===== src/rtl/arf192b080e1r1w0cbbehbaa4acw_swt_pkg.sv =====
// Shared types, default sizing and the observation fold helper for the SWT observation unload path.
package arf192b080e1r1w0cbbehbaa4acw_swt_pkg;

    localparam int unsigned DEF_OBS_FLOP_NUM = 7;
    localparam int unsigned DEF_MISR_WIDTH   = 16;
    localparam logic [15:0] DEF_MISR_POLY    = 16'h1021;

    // Widest observation vector / signature the fold helper supports
    localparam int unsigned FOLD_MAX = 64;
    localparam int unsigned FOLD_IW  = $clog2(FOLD_MAX);

    typedef enum logic [0:0] {
        IDLE   = 1'b0,
        UNLOAD = 1'b1
    } state_t;

    // Bit i of the observation vector lands on bit (i mod w) of the result
    function automatic logic [FOLD_MAX-1:0] fold(input logic [FOLD_MAX-1:0] obs,
                                                 input int unsigned         w);
        logic [FOLD_MAX-1:0] r;
        r = '0;
        for (int unsigned i = 0; i < FOLD_MAX; i++) begin
            r[FOLD_IW'(i % w)] = r[FOLD_IW'(i % w)] ^ obs[i];
        end
        return r;
    endfunction

endpackage


===== src/rtl/arf192b080e1r1w0cbbehbaa4acw_swt_misr.sv =====
// Multiple-input signature register: Galois-style shift with polynomial feedback plus parallel data XOR.
module arf192b080e1r1w0cbbehbaa4acw_swt_misr #(
    parameter int unsigned     W    = 16,
    parameter logic [W-1:0]    POLY = W'(16'h1021)
) (
    input  logic         clock,
    input  logic         reset,
    input  logic         i_step,
    input  logic         i_clr,
    input  logic [W-1:0] i_data,
    output logic [W-1:0] o_misr,
    output logic [W-1:0] o_next_c
);

    logic [W-1:0] r_misr;
    logic [W-1:0] w_step_val;

    always_comb begin
        w_step_val = {r_misr[W-2:0], 1'b0} ^ (r_misr[W-1] ? POLY : '0) ^ i_data;
        o_next_c   = i_step ? w_step_val : r_misr;
    end

    always_ff @(posedge clock) begin
        if (reset || i_clr) begin
            r_misr <= '0;
        end else if (i_step) begin
            r_misr <= w_step_val;
        end
    end

    assign o_misr = r_misr;

endmodule


===== src/rtl/arf192b080e1r1w0cbbehbaa4acw_swt_obs_unload.sv =====
// SWT observation reader: compacts observation flops into a MISR and unloads a snapshot MSB-first
// over a valid/ready serial port.
module arf192b080e1r1w0cbbehbaa4acw_swt_obs_unload
    import arf192b080e1r1w0cbbehbaa4acw_swt_pkg::*;
#(
    parameter int unsigned              OBS_FLOP_NUM = DEF_OBS_FLOP_NUM,
    parameter int unsigned              MISR_WIDTH   = DEF_MISR_WIDTH,
    parameter logic [MISR_WIDTH-1:0]    MISR_POLY    = MISR_WIDTH'(DEF_MISR_POLY),
    parameter int unsigned              CNT_WIDTH    = 16
) (
    input  logic                    clock,
    input  logic                    reset,
    input  logic [OBS_FLOP_NUM-1:0] obs_in,
    input  logic                    cap_en,
    input  logic                    unload_req,
    input  logic                    so_ready,
    output logic                    so_valid,
    output logic                    so_data,
    output logic                    so_last,
    output logic                    busy,
    output logic                    overrun,
    output logic [MISR_WIDTH-1:0]   misr_out,
    output logic [CNT_WIDTH-1:0]    sample_cnt
);

    localparam int unsigned BW = (MISR_WIDTH > 2) ? $clog2(MISR_WIDTH) : 1;

    state_t                 r_state;
    state_t                 w_state_nxt;
    logic [MISR_WIDTH-1:0]  r_shift;
    logic [BW-1:0]          r_bitcnt;
    logic [CNT_WIDTH-1:0]   r_sample_cnt;
    logic                   r_overrun;
    logic [MISR_WIDTH-1:0]  w_fold;
    logic [MISR_WIDTH-1:0]  w_misr_nxt;
    logic                   w_idle;
    logic                   w_cap;
    logic                   w_start;
    logic                   w_xfer;
    logic                   w_done;

    assign w_idle  = (r_state == IDLE);
    assign w_cap   = cap_en & w_idle;
    assign w_start = unload_req & w_idle;
    assign w_xfer  = (r_state == UNLOAD) & so_ready;
    assign w_done  = w_xfer & (r_bitcnt == '0);
    assign w_fold  = MISR_WIDTH'(fold(FOLD_MAX'(obs_in), MISR_WIDTH));

    arf192b080e1r1w0cbbehbaa4acw_swt_misr #(
        .W    (MISR_WIDTH),
        .POLY (MISR_POLY)
    ) u_misr (
        .clock    (clock),
        .reset    (reset),
        .i_step   (w_cap),
        .i_clr    (w_done),
        .i_data   (w_fold),
        .o_misr   (misr_out),
        .o_next_c (w_misr_nxt)
    );

    always_ff @(posedge clock) begin
        if (reset) begin
            r_state <= IDLE;
        end else begin
            r_state <= w_state_nxt;
        end
    end

    always_comb begin
        w_state_nxt = r_state;
        case (r_state)
            IDLE:    if (unload_req) w_state_nxt = UNLOAD;
            UNLOAD:  if (w_done)     w_state_nxt = IDLE;
            default: w_state_nxt = IDLE;
        endcase
    end

    always_comb begin
        so_valid = 1'b0;
        busy     = 1'b0;
        so_data  = 1'b0;
        so_last  = 1'b0;
        if (r_state == UNLOAD) begin
            so_valid = 1'b1;
            busy     = 1'b1;
            so_data  = r_shift[MISR_WIDTH-1];
            so_last  = (r_bitcnt == '0);
        end
    end

    // Snapshot includes a same-cycle capture because it loads the MISR next value
    always_ff @(posedge clock) begin
        if (reset) begin
            r_shift  <= '0;
            r_bitcnt <= '0;
        end else if (w_start) begin
            r_shift  <= w_misr_nxt;
            r_bitcnt <= BW'(MISR_WIDTH - 1);
        end else if (w_xfer) begin
            r_shift  <= {r_shift[MISR_WIDTH-2:0], 1'b0};
            r_bitcnt <= r_bitcnt - BW'(1);
        end
    end

    always_ff @(posedge clock) begin
        if (reset || w_done) begin
            r_sample_cnt <= '0;
        end else if (w_cap && (r_sample_cnt != '1)) begin
            r_sample_cnt <= r_sample_cnt + CNT_WIDTH'(1);
        end
    end

    // Sticky until the next unload starts: a capture arrived while the MISR was frozen
    always_ff @(posedge clock) begin
        if (reset || w_start) begin
            r_overrun <= 1'b0;
        end else if (cap_en && !w_idle) begin
            r_overrun <= 1'b1;
        end
    end

    assign sample_cnt = r_sample_cnt;
    assign overrun    = r_overrun;

endmodule


===== config.mk =====
export PLATFORM = sky130hd
export DESIGN_NAME = arf192b080e1r1w0cbbehbaa4acw_swt_obs_unload
export DESIGN_NICKNAME = d
export VERILOG_FILES = /design/src/rtl/arf192b080e1r1w0cbbehbaa4acw_swt_pkg.sv /design/src/rtl/arf192b080e1r1w0cbbehbaa4acw_swt_misr.sv /design/src/rtl/arf192b080e1r1w0cbbehbaa4acw_swt_obs_unload.sv
export SDC_FILE = /design/constraint.sdc
export NUM_CORES = 1
export LEC_CHECK = 0
export BUFFER_PORTS_ARGS = -buffer_cell sky130_fd_sc_hd__buf_2
export CORE_ASPECT_RATIO = 0.6
export CORE_MARGIN = 1.5
export CORE_UTILIZATION = 54
export DETAILED_ROUTE_END_ITERATION = 12
export PLACE_DENSITY_LB_ADDON = 0.1
export SYNTH_ARGS = -nofsm -noshare
export SYNTH_HDL_FRONTEND = slang
export SYNTH_HIERARCHICAL = 1
export SYNTH_SLANG_ARGS = --single-unit

===== constraint.sdc =====
create_clock -name clock -period 2.3 [get_ports clock]
set_input_delay 0.115 -clock clock [delete_from_list [all_inputs] [get_ports clock]]
set_output_delay 0.115 -clock clock [all_outputs]
set_load 0.02 [all_outputs]

Word-level counts from Yosys, hierarchy flattened --
Index checks and enable logic that the tools add are counted.
Storage, ports and cells: register bits after elaboration 54, bits in latches 0, RAM bits 0, memory bits (read-only) 0, output and inout port bits 37, logic and storage cells 34, memories kept 0
Operators by class: add/subtract/negate cells 2, multipliers 0, divide/modulo/power cells 0, $lt $le $gt $ge 0, equal/unequal tests 1, shifts and indexed selects 0, multiplexer cells 12, bitwise gates (word level) 7, reduce and logical (&&, ||, !) cells 6
Operators with widths (number):
- two-way mux 16 bit | 3
- adder 16 x 1 -> 16 bit, second input constant | 1
- inequality test 16 bit, second input constant | 1
- bitwise XOR 16 bit | 1
- bitwise XOR 16 x 7 -> 16 bit | 1
- two-way mux 13 bit | 1
- two-way mux 4 bit | 2
- two-way mux 1 bit | 5
- bitwise AND 1 bit | 4
- logical NOT 4 bit | 1
- subtractor 4 x 1 -> 4 bit, second input constant | 1
- logical AND 1 bit | 2
- logical OR 1 bit | 2
- one-hot mux 1 bit (2 select lines) | 1
- nonzero test 2 bit | 1
- NOT 1 bit | 1

Logic depth before layout (Yosys ltp) --
depth after elaboration 5, mapped depth 7, depth with buffers taken out 6

Hierarchy --
Netlist, hierarchy kept.
Modules (own cells, without submodules):
- arf192b080e1r1w0cbbehbaa4acw_swt_obs_unload | instances 1, cells an instance 212, area each 1818.0 sq um, sequential area each 760.7 sq um
- arf192b080e1r1w0cbbehbaa4acw_swt_misr | instances 1, cells an instance 83, area each 787.0 sq um, sequential area each 320.3 sq um

Worst setup path before layout --
OpenSTA, ideal clock, no wires.
path kind register -> register, from reg r_state, to reg u_misr.r_misr[0] (netlist: u_misr/o_misr[0]), arrival time 1.818 ns, setup slack 0.363 ns, cell stages (with the launch flop) 6, path buffers 1, cells stage by stage dfxtp_1 -> nor4bb_2 -> and2_1 -> or2_4 -> buf_2 -> nor2b_1
On the way: cells in the longest elaborated chain, start to end 3
Ends and longest elaborated chain:
- start, declared | RTL line arf192b080e1r1w0cbbehbaa4acw_swt_obs_unload.sv:28 | state_t r_state;
- start signal, assigned | RTL line arf192b080e1r1w0cbbehbaa4acw_swt_obs_unload.sv:66 | r_state <= w_state_nxt;
- bitwise AND 1 bit | RTL line arf192b080e1r1w0cbbehbaa4acw_swt_obs_unload.sv:45 | assign w_xfer = (r_state == UNLOAD) & so_ready;
- bitwise AND 1 bit | RTL line arf192b080e1r1w0cbbehbaa4acw_swt_obs_unload.sv:46 | assign w_done = w_xfer & (r_bitcnt == '0);
- named net w_done | RTL line arf192b080e1r1w0cbbehbaa4acw_swt_obs_unload.sv:40 | logic w_done;
- logical OR 1 bit | RTL line arf192b080e1r1w0cbbehbaa4acw_swt_misr.sv:24 | if (reset || i_clr) begin
- end signal, assigned | RTL line arf192b080e1r1w0cbbehbaa4acw_swt_misr.sv:27 | r_misr <= w_step_val;
- end, declared | RTL line arf192b080e1r1w0cbbehbaa4acw_swt_misr.sv:15 | logic [W-1:0] r_misr;
The timed path passes the listed nets, and every way through them passes these cells. A chain may end at the register's enable or synchronous reset.

Worst setup path in the final report --
from reg r_bitcnt[0], to reg r_sample_cnt[6] (netlist: sample_cnt[6])
On the way: cells in the longest elaborated chain, start to end 3
Ends and longest elaborated chain:
- start, declared | RTL line arf192b080e1r1w0cbbehbaa4acw_swt_obs_unload.sv:31 | logic [BW-1:0] r_bitcnt;
- start signal, assigned | RTL line arf192b080e1r1w0cbbehbaa4acw_swt_obs_unload.sv:99 | r_bitcnt <= BW'(MISR_WIDTH - 1);
- start signal, assigned | RTL line arf192b080e1r1w0cbbehbaa4acw_swt_obs_unload.sv:102 | r_bitcnt <= r_bitcnt - BW'(1);
- logical NOT 4 bit | RTL line arf192b080e1r1w0cbbehbaa4acw_swt_obs_unload.sv:46
- bitwise AND 1 bit | RTL line arf192b080e1r1w0cbbehbaa4acw_swt_obs_unload.sv:46
- logical OR 1 bit | RTL line arf192b080e1r1w0cbbehbaa4acw_swt_obs_unload.sv:107 | if (reset || w_done) begin
- end signal, assigned | RTL line arf192b080e1r1w0cbbehbaa4acw_swt_obs_unload.sv:110 | r_sample_cnt <= r_sample_cnt + CNT_WIDTH'(1);
- end, declared | RTL line arf192b080e1r1w0cbbehbaa4acw_swt_obs_unload.sv:32 | logic [CNT_WIDTH-1:0] r_sample_cnt;
Every way passes these cells.

==> flow_metrics.tcl <==
set metrics [dict create \
    cts_hold_buf 0 \
    cts_setup_buffers 0 \
    post_cts_resized 0 \
    synth_most_common_cell "dfxtp_1" \
    die_h_um 56.80 \
    cap_viol_max_count 0 \
    p_clk_share_pct 30.2 \
    rows 19 \
    numClockSinks 54 \
    synthArstFlopShare_pct 0 \
    slew_violations 0 \
    ys_warn_count 6 \
    maxSlewHeadroom_pct 57.21 \
    ioPinCount 49 \
    synth_cells 295 \
    fin_skew_ps 12.22 \
    htreeDepth 2 \
    fin_crit_sh_pct 82.61 \
    combPwrFrac_pct 19.3 \
    port_buffers 48 \
    clk_path_buf_depth 2 \
    grt_pass1_wl_mm 9.259 \
    drive_gt1_share_pct 22.13 \
    design.core.area_sq_um 4612 \
    grt_max_degree 35 \
    p_sw_share_pct 28.12 \
    synth_top_area_share_pct 41.50 \
    vdd_drop_max_uv 350.9 \
    rsz0062_at_grt "false" \
    crit_path_start_kind "flip-flop" \
    finalCoreUtilization_pct 65.36 \
    synth.cells.most_frequent "dfxtp_1, nand2_1, nor2_1, a21oi_1" \
    drtIter0Drc 150 \
    rr_worst_depth 6 \
    yosysTopAreaCell "dfxtp_1" \
    seq_power_share_pct 50.5 \
    path_class "flip-flop to flip-flop" \
    endpoint_kind "flip-flop" \
    synth_seq_cells 54 \
    finalCriticalPeriod_ps 1900 \
    routedWlPerCell_um 13.74 \
    tightest_slew_ps 641.8 \
    required_ps 2560 \
    vias_per_cell 5.423 \
    routed-via-count 2229 \
    synth_edf_count 0 \
    dieArea_sq_um 5263 \
    track_usage_pct 22.36 \
    syn_to_final_growth_pct 15.71 \
    p_int_mw 1.507 \
    clk_pin_slew_ps 100 \
    cts_root_buf "clkbuf_8" \
    finalHoldViolCount 0 \
    min_path_type "input port to flip-flop" \
    cp_max_fo 14 \
    drc 0 \
    gp_congestion 0.8228 \
    ant_nets 0 \
    first_pass_iters 5 \
    synth-main-ff-cell "dfxtp_1" \
    yosysSeqAreaShare_pct 41.50 \
    hold_depth 3 \
    cts_tree "yes" \
    tns_ps 0 \
    maxClockFrequency_mhz 526.3 \
    synth_cell_types 53 \
    die_w_um 92.67 \
    avgSynthCellArea_sq_um 8.831 \
    antenna_cells 0 \
    net-switching-power_uw 589.6 \
    status "finished, final reports clean" \
    numCtsBuffers 5 \
    p_leak_nw 1.246 \
    power_density_nw_per_um2 695.7 \
    setup_violations 0 \
    arrival_ps 2160 \
    dp_hpwl_mm 4.004 \
    grt_pass1_vias 1941 \
    clock_latency_ps 300 \
    syn_area_sq_um 2605 \
    grt_overflow_total 0 \
    initial_utilization_pct 56.48 \
    finalWirelength_mm 5.648 \
    yosys-top-cells-area "dfxtp_1, nand2_1, nor2_1, a311oi_1, xnor2_1" \
    nets 362 \
    antenna_found_initial 0 \
]
[state kept, by name, summed over array words and instances, names as in the netlist]
register / count
u_misr/o_misr: 16
overrun: 1
r_state: 1
sample_cnt: 16
r_shift: 16
r_bitcnt: 4
[layer usage]
metal / vias up / share of wire, % / GRT usage [%]
li1: 1141 / - / -
met1: 1049 / 53 / 34.65
met2: 37 / 43 / 31.51
met3: 2 / 4.2 / 4.878
met4: 0 / 0.39 / 4.545
met5: - / 0 / 0
[critical path, stage by stage (launching register included)]
cell      delay, ps
dfxtp_1         380
inv_1            80
ha_1            200
nor4bb_2        190
a21o_1          360
or4_1           570
nand2_1          80
[final cells by class]
| cell class | count | area [sq um] |
|---|---|---|
| flip-flops and latches | 54 | 1081 |
| repair buffers | 54 | 285.3 |
| multi-input cells | 227 | 1433 |
| inverters | 5 | 23.77 |
| clock inverters | 3 | 43.79 |
| well taps | 63 | 78.83 |
| clock buffers | 5 | 68.82 |
| fillers | 411 | 1598 |
[placed cells by master (no fill, tap or decap), types with 5 or more instances in the layout]
| master | n |
|---|---|
| a21oi_1 | 25 |
| buf_2 | 48 |
| nand2_1 | 37 |
| nor2b_1 | 15 |
| a311oi_1 | 15 |
| buf_4 | 6 |
| clkbuf_8 | 5 |
| nor2_1 | 36 |
| dfxtp_1 | 54 |
| xnor2_1 | 15 |
| nand3_1 | 5 |
| conb_1 | 9 |
| or4_1 | 5 |
[power groups by stage]
stage | registers (mW) | clock network (mW) | logic, mW
4_1_cts | 1.06 | 0.654 | 0.407
2_1_floorplan | 1.11 | 0 | 0.268
3_5_place_dp | 1.08 | 0 | 0.404
3_3_place_gp | 1.08 | 0 | 0.397
5_1_grt | 1.07 | 0.690 | 0.446
6_report | 1.06 | 0.634 | 0.404
[stage by stage]
stage / power [mW] / instances / cell area [sq um] / worst slack, ps / hold WS (ps)
floorplan: 1.381 / 303 / 2635 / 362.5 / 187.1
global placement: 1.474 / 403 / 2902 / 501.7 / 405.1
detailed placement: 1.483 / 403 / 2902 / 438.0 / 406.8
CTS: 2.120 / 411 / 3014 / 399.9 / 95.43
global route: 2.204 / 411 / 3014 / 327.2 / 103.2
finish: 2.097 / 411 / 3014 / 400.0 / 102.0
[path summary, 6_finish.rpt]
kind / end / slack [ps] / start
setup reg to reg: sample_cnt[6] / 400 / r_bitcnt[0]
hold reg to reg: r_shift[3] / 480 / r_shift[2]
setup / recovery: sample_cnt[6] / 400 / r_bitcnt[0]
hold / removal: r_state / 100 / unload_req
[logic make-up after synthesis]
logic type / count (synthesis) / synth area share, %
other: 1 / 0.1440
DFF: 54 / 41.50
adders and majority gates: 3 / 1.441
buffers and inverters: 22 / 4.658
muxes: 6 / 2.690
AOI/OAI and AO/OA: 61 / 16.04
and+or+nand+nor: 129 / 25.98
xor gates and xnor gates: 19 / 7.541
No activity file was read; power rests on OpenSTA's default activity.
